===== src/rtl/code_loader_pkg.sv =====
// Shared types and constants for the boot-time code loader.
// Imported by the loader FSM and its word assembler.
package code_loader_pkg;

  localparam int WORD_W         = 32;
  localparam int BYTES_PER_WORD = 4;

  typedef enum logic [2:0] {
    S_IDLE   = 3'd0,
    S_LEN_HI = 3'd1,
    S_LEN_LO = 3'd2,
    S_DATA   = 3'd3,
    S_WRITE  = 3'd4,
    S_DONE   = 3'd5,
    S_ERR    = 3'd6
  } state_e;

  // Byte address of word idx, wrapping modulo 2^32.
  function automatic logic [WORD_W-1:0] word_addr(
    input logic [WORD_W-1:0] base,
    input logic [15:0]       idx
  );
    return base + {14'd0, idx, 2'b00};
  endfunction

endpackage


===== src/rtl/code_loader_word_assembler.sv =====
// Big-endian byte-to-word shift register with a byte counter.
// last flags that the next accepted byte completes the word.
module word_assembler
  import code_loader_pkg::*;
(
  input  logic              clk,
  input  logic              rst,
  input  logic              clr,
  input  logic              en,
  input  logic [7:0]        byte_in,
  output logic [WORD_W-1:0] word,
  output logic              last
);

  localparam int CW = $clog2(BYTES_PER_WORD);

  logic [CW-1:0]     cnt_q, cnt_d;
  logic [WORD_W-1:0] sh_q, sh_d;

  always_comb begin
    cnt_d = cnt_q;
    sh_d  = sh_q;
    if (clr) begin
      cnt_d = '0;
      sh_d  = '0;
    end else if (en) begin
      cnt_d = cnt_q + CW'(1);
      sh_d  = {sh_q[WORD_W-9:0], byte_in};
    end
  end

  always_ff @(posedge clk) begin
    if (rst) begin
      cnt_q <= '0;
      sh_q  <= '0;
    end else begin
      cnt_q <= cnt_d;
      sh_q  <= sh_d;
    end
  end

  assign word = sh_q;
  assign last = (cnt_q == CW'(BYTES_PER_WORD - 1));

endmodule


===== src/rtl/code_loader.sv =====
// Loads a length-prefixed big-endian image into code memory
// and holds the CPU in reset until the image is complete.
module code_loader
  import code_loader_pkg::*;
#(
  parameter logic [31:0] BASE_ADDR   = 32'h0000_0000,
  parameter int unsigned DEPTH_WORDS = 256
) (
  input  logic        clk,
  input  logic        rst,
  input  logic        start,
  input  logic        byte_valid,
  input  logic [7:0]  byte_data,
  output logic        byte_ready,
  output logic        wr_en,
  output logic [31:0] wr_addr,
  output logic [31:0] wr_data,
  output logic        cpu_hold,
  output logic        done,
  output logic        err
);

  state_e      state_q, state_d;
  logic [15:0] idx_q, idx_d;
  logic [15:0] len_q, len_d;
  logic [7:0]  lenhi_q, lenhi_d;

  logic        byte_ready_q;
  logic        wr_en_q;
  logic [31:0] wr_addr_q;
  logic        cpu_hold_q;
  logic        done_q;
  logic        err_q;

  logic              xfer;
  logic              asm_clr;
  logic              asm_en;
  logic              asm_last;
  logic [WORD_W-1:0] asm_word;

  assign xfer = byte_valid && byte_ready_q;

  word_assembler u_asm (
    .clk     (clk),
    .rst     (rst),
    .clr     (asm_clr),
    .en      (asm_en),
    .byte_in (byte_data),
    .word    (asm_word),
    .last    (asm_last)
  );

  always_comb begin
    state_d = state_q;
    idx_d   = idx_q;
    len_d   = len_q;
    lenhi_d = lenhi_q;
    asm_clr = 1'b0;
    asm_en  = 1'b0;
    unique case (state_q)
      S_IDLE, S_DONE, S_ERR: begin
        if (start) begin
          state_d = S_LEN_HI;
          idx_d   = '0;
          asm_clr = 1'b1;
        end
      end
      S_LEN_HI: begin
        if (xfer) begin
          lenhi_d = byte_data;
          state_d = S_LEN_LO;
        end
      end
      S_LEN_LO: begin
        if (xfer) begin
          len_d = {lenhi_q, byte_data};
          if (len_d == 16'd0)
            state_d = S_DONE;
          else if ({16'd0, len_d} > DEPTH_WORDS)
            state_d = S_ERR;
          else
            state_d = S_DATA;
        end
      end
      S_DATA: begin
        if (xfer) begin
          asm_en = 1'b1;
          if (asm_last)
            state_d = S_WRITE;
        end
      end
      S_WRITE: begin
        idx_d   = idx_q + 16'd1;
        state_d = (idx_d == len_q) ? S_DONE : S_DATA;
      end
      default: state_d = S_IDLE;
    endcase
  end

  // Outputs are registered from the next state so they line up
  // with the state they describe.
  always_ff @(posedge clk) begin
    if (rst) begin
      state_q      <= S_IDLE;
      idx_q        <= '0;
      len_q        <= '0;
      lenhi_q      <= '0;
      byte_ready_q <= 1'b0;
      wr_en_q      <= 1'b0;
      wr_addr_q    <= BASE_ADDR;
      cpu_hold_q   <= 1'b1;
      done_q       <= 1'b0;
      err_q        <= 1'b0;
    end else begin
      state_q      <= state_d;
      idx_q        <= idx_d;
      len_q        <= len_d;
      lenhi_q      <= lenhi_d;
      byte_ready_q <= (state_d == S_LEN_HI) ||
                      (state_d == S_LEN_LO) ||
                      (state_d == S_DATA);
      wr_en_q      <= (state_d == S_WRITE);
      cpu_hold_q   <= (state_d != S_DONE);
      done_q       <= (state_d == S_DONE);
      err_q        <= (state_d == S_ERR);
      if (state_d == S_WRITE)
        wr_addr_q <= word_addr(BASE_ADDR, idx_q);
      else if (asm_clr)
        wr_addr_q <= BASE_ADDR;
    end
  end

  assign byte_ready = byte_ready_q;
  assign wr_en      = wr_en_q;
  assign wr_addr    = wr_addr_q;
  assign wr_data    = asm_word;
  assign cpu_hold   = cpu_hold_q;
  assign done       = done_q;
  assign err        = err_q;

endmodule


===== config.mk =====
export PLATFORM = sky130hd
export DESIGN_NAME = code_loader
export DESIGN_NICKNAME = d
export VERILOG_FILES = /design/src/rtl/code_loader_pkg.sv /design/src/rtl/code_loader_word_assembler.sv /design/src/rtl/code_loader.sv
export SDC_FILE = /design/constraint.sdc
export NUM_CORES = 1
export LEC_CHECK = 0
export ABC_CLOCK_PERIOD_IN_PS = 2500
export CAP_MARGIN = 10
export CELL_PAD_IN_SITES_DETAIL_PLACEMENT = 1
export CELL_PAD_IN_SITES_GLOBAL_PLACEMENT = 1
export CORE_UTILIZATION = 35
export CTS_CLUSTER_SIZE = 20
export DETAILED_ROUTE_END_ITERATION = 10
export PLACE_DENSITY_LB_ADDON = 0.1
export SYNTH_ARGS = -nofsm -noshare
export SYNTH_HDL_FRONTEND = slang
export SYNTH_SLANG_ARGS = --single-unit

===== constraint.sdc =====
create_clock -name clk -period 2.5 [get_ports clk]
set_input_delay 0.25 -clock clk [delete_from_list [all_inputs] [get_ports clk]]
set_output_delay 0.25 -clock clk [all_outputs]
set_load 0.01 [all_outputs]

==> impl_metrics.toml <==
[routing]
vias = 4087
drt_pass1_iterations = 4
wl_per_cell_um = 15.6
drt_iter0_markers = 208
drc = 0
postRouteWirelength_um = 12900
postRouteAntennaNets = 0
via_per_inst = 4.95

[cts]
cts_tree = "done"
htreeDepth = 3
path_clk_slew_ns = 0.07
clk_path_buf_depth = 2
cts_root_buf = "clkbuf_16"
worstSkewPairLatency_ns = 0.36
cts_hold_buf = 0
cts.sinks = 98
numCtsBuffers = 9

[sta]
fin_skew_ns = 0.00712
finalSetupViolations = 0
slew-limit-headroom_pct = 62.4
fmax_mhz = 403
hold_viol = 0
slew_violations = 0
timing.final.crit_period_ns = 2.48
tns_ns = 0
grt_setup_unrepaired = "true"
fin_crit_sh_pct = 99.3
worst_slew_pin_slew_ns = 0.564
whs_ns = 0.259
fin_ws_ns = 0.0170

[placed_design]
placed_area_mm2 = 0.00556
dp_slack_ns = -0.118
dp.cells = 806
gp_congestion = 0.827
dp_hpwl_um = 9470
io_buffers = 64

[grt]
grt_pass1_wl_um = 20700
track_usage_pct = 20.1
grt-ovfl-total = 0
antenna_found_initial = 0
grt_max_degree = 39
grt_pass1_vias = 4070

[logic_synthesis]
synthTopCellsByArea = "dfxtp_1, nand2_1, a21oi_1"
synthTopCellsByCount = "nand2_1, dfxtp_1, a21oi_1"
synth-warning-count = 0
synthCells = 560
synth_most_common_cell = "nand2_1"
synth_top_area_share_pct = 43.3
ys_ff_latch = 98
ys_types = 51
synth_top_cell_by_area = "dfxtp_1"
ys_async_sr_fraction_pct = 0
synth_edf_count = 0
yosys_most_used_dff = "dfxtp_1"
synth.yosys.seq_area_share_pct = 43.3
syn_area_per_cell_um2 = 8.09
syn_area_mm2 = 0.00453

[job]
maxCapViolCount = 0

[critical_path]
max_stage_delay_ns = 0.59
r2r-start = "idx_q[1]"
cp-startpoint = "idx_q[1]"
r2r-end = "cpu_hold"
rrSetupSlack_ns = 0.02
cp-start-kind = "register"
cp_cell_sequence = "buf_4 -> and2_1 -> buf_4 -> xnor2_1 -> o32ai_1 -> o2111ai_2 -> or4_4 -> a211o_1"
crit_slowest_cell = "or4_4"
r2r_cells = 8
crit_arrival_ns = 2.73
crit_top_cell = "buf_4"
required_ns = 2.74
worstSetupEndpointType = "register"
crit_type = "reg -> reg"
endpoint = "cpu_hold"
critPathMaxFanout = 5

[hold_path]
min_path_type = "in -> reg"

[cells_and_area]
diodes = 0
final_util_pct = 47.2
finalNonFillerCells = 825
synthToLayoutAreaGrowth_pct = 31.5
drive_gt1_share_pct = 13.9
final_area_mm2 = 0.00596
nets = 662
fill_cells = 1542

[power_and_ir_drop]
vdd_ir_drop_max_v = 0.000272
leakagePower_nw = 2.10
p_total_mw = 3.26
cellPowerDensity_mw_per_mm2 = 547

[die]
initial_core_util_pct = 35.9
die_h_um = 116
core.rowCount = 41
core_mm2 = 0.0126
die-width_um = 116
io_pins = 81
die_area_mm2 = 0.0134

[run_status]
outcome = "complete, no violations"
final cells by class:
type | count | area, um^2 | area share [%]
clock buffers | 9 | 225 | 3.78
inverters | 2 | 7.51 | 0.126
well taps | 172 | 215 | 3.61
flip-flops and latches | 98 | 1970 | 33.1
multi-input cells | 421 | 2400 | 40.3
clock inverters | 7 | 93.8 | 1.57
repair buffers | 116 | 1040 | 17.5
state kept, by name (all words and copies together) (netlist names), 2 cells and up:
register / cells
idx_q: 16
u_asm.word: 32
u_asm.cnt_q: 2
len_q: 16
state_q: 3
lenhi_q: 8
wr_addr: 16
worst min-delay path by stage:
stage | to | startpoint | slack (ns) | cells after the start
final | state_q[1] | rst | 0.26 | 3
after global routing | state_q[1] | rst | 0.26 | 3
after CTS | state_q[1] | rst | 0.25 | 3
after detailed placement | wr_addr[8] | wr_addr[8] | 0.45 | 2
after global placement | u_asm.word[29] | u_asm.word[29] | 0.44 | 2
after floorplan | len_q[0] | byte_data[0] | 0.39 | 2
report_power, final:
group | leakage [nW] | internal [mW] | switching [mW]
Combinational | 1.16 | 0.0704 | 0.112
Clock | 0.151 | 0.875 | 0.624
Sequential | 0.794 | 1.57 | 0.0124
cell usage in the layout (no fill, tap or decap), types with 4 or more instances in the layout:
cell / count
a21o_1: 5
a21oi_1: 71
buf_4: 50
clkbuf_16: 9
clkdlybuf4s50_1: 63
conb_1: 16
dfxtp_1: 90
dfxtp_2: 7
mux2i_1: 24
nand2_1: 128
nand2b_1: 19
nand3_1: 8
nand3b_1: 4
nand4_1: 6
nor2_1: 33
nor2b_1: 5
nor3_1: 7
o21ai_0: 14
or3_1: 6
or4_1: 4
xnor2_1: 21
xor2_1: 5
routing by layer:
metal	global-route usage, %	routed length (um)
met5	0	0
met4	7.69	197
met3	3.03	308
met2	31.6	5900
met1	27.7	6490
cell families after synthesis:
| group | after synthesis | share of synthesized area [%] |
|---|---|---|
| xor+xnor | 26 | 5.03 |
| other cells | 1 | 0.0828 |
| mux | 24 | 5.30 |
| compound gates | 109 | 13.5 |
| fa+ha+maj | 3 | 0.773 |
| simple gates | 243 | 25.8 |
| buf+inv | 56 | 6.24 |
| flops | 98 | 43.3 |
repair_timing:
action / CTS / global route
endpoints found under the setup margin: 1 / 1
gates resized for setup: 7 / 9
pin swaps: 1 / 6
buffers inserted: 0 / 2
critical path, delay by kind of cell (launching register included):
family / cells / cell delay [ns]
compound gates: 3 / 0.83
buf+inv: 2 / 0.31
flops: 1 / 0.34
xor+xnor: 1 / 0.12
simple gates: 2 / 0.77
Note: power is estimated with default switching activity, not from simulation.
